File: src/rtl/modem_link_ctrl.sv
// Hamming (8,4) SEC-DED transfer sequencer for the ASK modem loopback.
// Encodes, settles, samples on tick, decodes and retries bad samples.
module modem_link_ctrl #(
    parameter int SETTLE_CYC = 16,
    parameter int MAX_RETRY  = 3,
    parameter int CNT_W      = 8
) (
    input  logic             sys_clk,
    input  logic             reset,
    input  logic             start,
    input  logic [3:0]       origin,
    input  logic             sample_tick,
    input  logic [7:0]       received,
    output logic [7:0]       sent,
    output logic             busy,
    output logic             done,
    output logic [3:0]       decoded,
    output logic             err_corr,
    output logic             err_fail,
    output logic [3:0]       retry_cnt,
    output logic [CNT_W-1:0] corr_count,
    output logic [CNT_W-1:0] fail_count
);

    localparam int CW = (SETTLE_CYC > 1) ? $clog2(SETTLE_CYC) : 1;

    typedef enum logic [1:0] {
        IDLE,
        SETTLE,
        WAIT_TICK,
        DECODE
    } state_t;

    state_t        state;
    logic [CW-1:0] cnt;
    logic [7:0]    cap;

    logic [2:0]    syn;
    logic          par;
    logic [7:0]    flip;
    logic [7:0]    fixed;
    logic          dec_corr;
    logic          dec_bad;
    logic [3:0]    dec_data;

    function automatic logic [7:0] enc(input logic [3:0] d);
        logic [6:0] c;
        c[0] = d[0] ^ d[1] ^ d[3];
        c[1] = d[0] ^ d[2] ^ d[3];
        c[2] = d[0];
        c[3] = d[1] ^ d[2] ^ d[3];
        c[4] = d[1];
        c[5] = d[2];
        c[6] = d[3];
        return {^c, c};
    endfunction

    // Syndrome/parity classification of the captured word
    always_comb begin
        syn = {cap[3] ^ cap[4] ^ cap[5] ^ cap[6],
               cap[1] ^ cap[2] ^ cap[5] ^ cap[6],
               cap[0] ^ cap[2] ^ cap[4] ^ cap[6]};
        par = ^cap;
        flip = 8'd0;
        if (par && syn != 3'd0)
            flip[syn - 3'd1] = 1'b1;
        fixed    = cap ^ flip;
        dec_corr = par;
        dec_bad  = !par && syn != 3'd0;
        dec_data = {fixed[6], fixed[5], fixed[4], fixed[2]};
    end

    // Transfer sequencer with registered outputs and statistics
    always_ff @(posedge sys_clk or negedge reset) begin
        if (!reset) begin
            state      <= IDLE;
            cnt        <= '0;
            cap        <= 8'd0;
            sent       <= 8'd0;
            busy       <= 1'b0;
            done       <= 1'b0;
            decoded    <= 4'd0;
            err_corr   <= 1'b0;
            err_fail   <= 1'b0;
            retry_cnt  <= 4'd0;
            corr_count <= '0;
            fail_count <= '0;
        end else begin
            done <= 1'b0;
            unique case (state)
                IDLE: begin
                    if (start) begin
                        sent      <= enc(origin);
                        retry_cnt <= 4'd0;
                        busy      <= 1'b1;
                        err_corr  <= 1'b0;
                        err_fail  <= 1'b0;
                        cnt       <= CW'(SETTLE_CYC - 1);
                        state     <= SETTLE;
                    end
                end
                SETTLE: begin
                    if (cnt == '0)
                        state <= WAIT_TICK;
                    else
                        cnt <= cnt - CW'(1);
                end
                WAIT_TICK: begin
                    if (sample_tick) begin
                        cap   <= received;
                        state <= DECODE;
                    end
                end
                DECODE: begin
                    if (!dec_bad) begin
                        decoded  <= dec_data;
                        err_corr <= dec_corr;
                        done     <= 1'b1;
                        busy     <= 1'b0;
                        state    <= IDLE;
                        if (dec_corr && corr_count != '1)
                            corr_count <= corr_count + CNT_W'(1);
                    end else if (retry_cnt < 4'(MAX_RETRY)) begin
                        retry_cnt <= retry_cnt + 4'd1;
                        cnt       <= CW'(SETTLE_CYC - 1);
                        state     <= SETTLE;
                    end else begin
                        decoded  <= {cap[6], cap[5], cap[4], cap[2]};
                        err_fail <= 1'b1;
                        done     <= 1'b1;
                        busy     <= 1'b0;
                        state    <= IDLE;
                        if (fail_count != '1)
                            fail_count <= fail_count + CNT_W'(1);
                    end
                end
                default: state <= IDLE;
            endcase
        end
    end

endmodule

File: config.mk
export PLATFORM = sky130hd
export DESIGN_NAME = modem_link_ctrl
export DESIGN_NICKNAME = d
export VERILOG_FILES = /design/src/rtl/modem_link_ctrl.sv
export SDC_FILE = /design/constraint.sdc
export NUM_CORES = 1
export LEC_CHECK = 0
export CAP_MARGIN = 20
export CORE_MARGIN = 1
export CORE_UTILIZATION = 35
export CTS_BUF_LIST = sky130_fd_sc_hd__clkbuf_4 sky130_fd_sc_hd__clkbuf_8 sky130_fd_sc_hd__clkbuf_16
export DETAILED_ROUTE_END_ITERATION = 12
export HOLD_SLACK_MARGIN = 0.02
export SYNTH_ARGS = -nofsm -noshare
export SYNTH_HDL_FRONTEND = slang
export SYNTH_SLANG_ARGS = --single-unit
export TNS_END_PERCENT = 10
File: constraint.sdc
create_clock -name sys_clk -period 3.1 [get_ports sys_clk]
set_clock_uncertainty 0.15 [all_clocks]
set_input_delay 0.62 -clock sys_clk [delete_from_list [all_inputs] [get_ports sys_clk]]
set_output_delay 0.62 -clock sys_clk [all_outputs]
set_load 0.02 [all_outputs]
-- Yosys cells after proc, flatten, opt, wreduce, memory -nomap -nowiden
Cells that the tools add are included.
- output and inout bits: 36
- register bits: 50
- word-level logic and storage cells: 109
- bits in latches: 0
- memories: 0
- ROM bits: 0
- bits of input ports: 16
- RAM bits: 0
- shifts and indexed selects: 0
- add/sub/neg operators: 5
- reductions and logical operators: 23
- eq/ne operators: 15
- magnitude comparators: 3
- multiply operators: 0
- mux-type cells: 33
- bitwise logic cells: 18
- div/mod/pow operators: 0
- operators with widths (cell ; count):
    2-to-1 mux 4 bit ; 9
    inequality test 2 bit (second input constant) ; 9
    adder 8 x 1 -> 8 bit (second input constant) ; 2
    inequality test 8 bit (second input constant) ; 2
    bitwise XOR 1 bit ; 15
    2-to-1 mux 1 bit ; 13
    case mux 4 bit (3 select lines) ; 1
    AND reduction 3 bit ; 4
    AND reduction 4 bit ; 3
    case mux 2 bit (4 select lines) ; 1
    case mux 4 bit (2 select lines) ; 1
    parity 8 bit ; 1
    2-to-1 mux 7 bit ; 1
    parity 7 bit ; 1
    bitwise XOR 7 bit ; 1
    2-to-1 mux 2 bit ; 3
    case mux 1 bit (2 select lines) ; 3
    AND reduction 2 bit ; 3
    nonzero test 3 bit ; 2
    AND reduction 5 bit ; 1
    adder 4 x 1 -> 4 bit (second input constant) ; 1
    equality test 2 bit (second input constant) ; 2
    logical AND 1 bit ; 4
    zero test 4 bit ; 1
    other kinds (12) ; 13

-- Logic depth before layout (Yosys ltp)
- word-level depth: 11
- depth in mapped cells: 9
- depth with buffers taken out: 9

-- Least setup slack after synthesis
Ideal clock, no wire load.
- path type: flip-flop to flip-flop
- start: reg cap[2]
- end: reg cnt[2]
- data arrival time: 2.501 ns
- library setup time: 0.120 ns
- data required time: 2.830 ns
- period minus slack after synthesis: 2.772 ns
- setup slack: 0.328 ns
- cell stages (with the launch flop): 10
- path buffers: 1
- cell sequence: dfrtp_1 > xnor2_2 > xnor2_4 > ha_1 > ha_1 > or4_1 > o21ai_2 > buf_2 > nand3_1 > o211a_1
- word-level cells in the longest chain between the ends: 7
- elaborated cells on any way between the ends: 12
- those cells by class: 1 x eq/ne; 6 x bitwise; 5 x reduce/logical
- ends and longest elaborated chain (item ; line ; text):
    from (decl) ; 36 ; logic [7:0] cap;
    from (signal assigned) ; 110 ; cap <= received;
    bitwise XOR 1 bit (on tied branches) (3 in series) ; 62, 61 ;
    nonzero test 3 bit ; 69 ; dec_bad = !par && syn != 3'd0;
    logical AND 1 bit * ; 69 ;
    inequality test 2 bit (no line) * ; -- ;
    AND reduction 5 bit (no line) * ; -- ;
    to (signal assigned) ; 98 ; cnt <= CW'(SETTLE_CYC - 1);
    to (signal assigned) ; 106 ; cnt <= cnt - CW'(1);
    to (signal assigned) ; 125 ; cnt <= CW'(SETTLE_CYC - 1);
    to (decl) ; 35 ; logic [CW-1:0] cnt;
Every way passes the cells marked *; elsewhere a longest branch is shown, timed or not.
A chain may end at the register's enable or synchronous reset.

-- Worst setup path in the final report
- start: reg cap[4]
- end: reg retry_cnt[1]
- word-level cells in the longest chain between the ends: 7
- elaborated cells on any way between the ends: 11
- those cells by class: 1 x eq/ne; 5 x bitwise; 5 x reduce/logical
- ends and longest elaborated chain (item ; line ; text):
    bitwise XOR 1 bit (3 in series) ; 60 ; syn = {cap[3] ^ cap[4] ^ cap[5] ^ cap[6],
    nonzero test 3 bit ; 69 ;
    logical AND 1 bit * ; 69 ;
    inequality test 2 bit (no line) * ; -- ;
    AND reduction 4 bit (no line) * ; -- ;
    to (signal assigned) ; 124 ; retry_cnt <= retry_cnt + 4'd1;
    to (decl) ; 20 ; output logic [3:0] retry_cnt,
Marks and branches as above.

==> metrics.yaml <==
finalHoldViolations: 0
wire_per_inst_um: 12.8
fin_nets: 319
maxCapViolations: 0
p_int_w: 0.00228
drv_slew: 0
netlist.area_leader.share: 0.482
worstSetupEndpoint: "retry_cnt[1]$_DFFE_PN0P_"
synth.most_common_cell: "dfrtp_1"
switchingPower_w: 0.00179
grt_pass1_vias: 1703
slew_headroom: 0.677
ys_top_cells_by_count: "dfrtp_1, nand2_1, xnor2_1"
track_usage: 0.137
grt_max_degree: 30
numCtsBuffers: 5
cts_tree: "built"
initial_core_util: 0.360
synth_flop_cell: "dfrtp_1"
power_w: 0.00407
overflow: 0
dr_total_vias: 1887
final-setup-viol-count: 0
rr_startpoint: "cap[4]$_DFFE_PN0P_"
synth_cell_type_count: 39
syn_avg_cell_area_um2: 11.2
fmax_mhz: 345
cts.sinks: 50
fin_tns_setup_ns: 0
yosysWarnings: 0
synth_area_um2: 2590
timing.final.crit_share: 0.935
vias_per_cell: 4.83
first_pass_iters: 6
syn_inst: 232
drive_above_1_share: 0.120
cp_max_fo: 5
clockBufferDepth: 2
share_seq_of_total_power: 0.271
io_buffers: 51
power.share.clock: 0.094
ios: 52
dp_hpwl_um: 3790
yosysTopAreaCell: "dfrtp_1"
synth-edff-count: 0
gp_routability_congestion: 0.820
cts.htree.levels: 2
crit_arrival_ns: 2.92
drc: 0
hp-class: "in2async"
synthArstFlopShare: 1.00
combPwrFrac: 0.634
diodes: 0
area_delta_synth_final_pct: 29.1
die-area_um2: 7760
critPathCaptureType: "register"
crit_type: "reg2reg"
drtIter0Drc: 62
die_w_um: 88.1
core-area_um2: 7210
crit_start: "cap[4]$_DFFE_PN0P_"
cts_root_buf: "clkbuf_8"
drtAntennaViolNets: 0
tightest_slew_ns: 0.480
p_sw_frac: 0.440
reg2reg_to: "retry_cnt[1]$_DFFE_PN0P_"
status: "complete, no violations"
worst_skew_pair.late_latency_ns: 0.30
rows: 31
cp.required_ns: 3.13
fp.dieH_um: 88.1
cp-start-kind: "register"
cp_slowest_cell: "or4_1"
routed_wl_um: 5000
power_leakage_nw: 1.48
p_per_area_nw_per_um2: 1210
critical_path.max_stage_delay_ns: 0.57
syn-num-nets: 260
vdd_drop_max_v: 0.000776
ys_seq_area_frac: 0.482
grt_antenna_before_repair: 0
rsz0062_at_grt: "no"
crit_chain: "xnor2_4 > xnor2_4 > ha_1 > ha_1 > or4_1 > nor2_1 > mux2i_1 > o21ai_0"
period_minus_slack_ns: 2.90
grt_pass1_wl_um: 8190
clk_pin_slew_worst_paths_ns: 0.09
synth_seq_cells: 50
synthTopCellsByArea: "dfrtp_1, xnor2_1, mux2_2"
reg2reg_depth: 8
r2r_slack_ns: 0.20
[through the flow]
stage | area [µm²] | hold slack [ns] | utilization | worst slack [ns] | instances
after detailed placement | 3240 | 0.324 | 0.449 | 0.153 | 383
after global placement | 3240 | 0.317 | 0.449 | 0.261 | 383
after CTS | 3330 | 0.140 | 0.462 | 0.143 | 391
after global routing | 3350 | 0.145 | 0.464 | 0.0248 | 391
after floorplan | 2590 | 0.174 | - | 0.328 | 232
final | 3350 | 0.140 | 0.464 | 0.203 | 391
[how the worst min path moves through the flow]
stage | slack (ns) | cells past startpoint | to
2_1_floorplan | 0.17 | 0 | busy$_DFFE_PN0P_
3_3_place_gp | 0.32 | 2 | decoded[3]$_DFFE_PN0P_
3_5_place_dp | 0.32 | 2 | sent[7]$_DFFE_PN0P_
4_1_cts | 0.14 | 2 | cap[6]$_DFFE_PN0P_
5_1_grt | 0.15 | 2 | retry_cnt[1]$_DFFE_PN0P_
6_report | 0.14 | 2 | cap[6]$_DFFE_PN0P_
[flip-flops by register name, summed over array words and instances (netlist names)]
signal / cells
done: 1
state: 2
sent: 8
busy: 1
decoded: 4
fail_count: 8
err_corr: 1
cap: 8
cnt: 4
corr_count: 8
retry_cnt: 4
err_fail: 1
[power groups by stage]
stage / combinational (W) / clock [W] / sequential [W]
floorplan: 0.00178 / 0 / 0.00123
global placement: 0.00254 / 0 / 0.00110
detailed placement: 0.00257 / 0 / 0.00111
CTS: 0.00258 / 0.000404 / 0.00110
global route: 0.00285 / 0.000426 / 0.00114
finish: 0.00258 / 0.000384 / 0.00110
[routing by layer]
metal	wire [µm]	vias to the layer above	global-route usage
li1	-	936	-
met2	2340	36	0.209
met3	197	5	0.0302
met4	59	0	0.0469
met5	0	-	0
met1	2410	910	0.193
[cell families after synthesis]
family | share of synthesized area
fa+ha+maj | 0.0579
mux | 0.0806
compound gates | 0.108
buf+inv | 0.0193
xor+xnor | 0.135
flops | 0.482
simple gates | 0.117
[worst max-delay path, delay by kind of cell (launching register included)]
family / cells / cell delay, ns
fa+ha+maj: 2 / 0.45
mux: 1 / 0.22
compound gates: 1 / 0.10
flops: 1 / 0.50
simple gates: 2 / 0.92
xor+xnor: 2 / 0.42
[timing repair]
action,4_1_cts,5_1_grt
hold endpoints to repair,0,0
hold buffers,0,0
buffers inserted,0,0
gates resized for setup,0,2
setup endpoints to repair,0,3
[cell usage in the layout, fill, tap and decap left out, drive strengths merged]
cell type and n:
a22o 1, nor4 2, nor3b 2, nand2 20, o211ai 2, inv 10
xor2 10, o211a 1, o21ai 19, clkdlybuf4s50 50, nand3 7, and3 7
o31ai 1, mux2i 4, clkbuf 6, and2 3, a221oi 1, dfrtp 50
nor3 3, nand4 4, a2bb2oi 1, nand2b 1, a41o 1, a21oi 7
a31oi 1, a41oi 1, o21a 3, ha 12, nor2 13, a311oi 2
clkinv 2, buf 5, xnor2 24, mux2 15, or4 1
[cell type report]
| class | instances | area, µm² |
|---|---|---|
| Clock inverter | 2 | 13.8 |
| Sequential cell | 50 | 1250 |
| Inverter | 10 | 37.5 |
| Fill cell | 710 | 3860 |
| Tap cell | 99 | 124 |
| Multi-Input combinational cell | 169 | 1310 |
| Clock buffer | 6 | 76.3 |
| Timing Repair Buffer | 55 | 536 |
(Power assumes the default switching activity.)
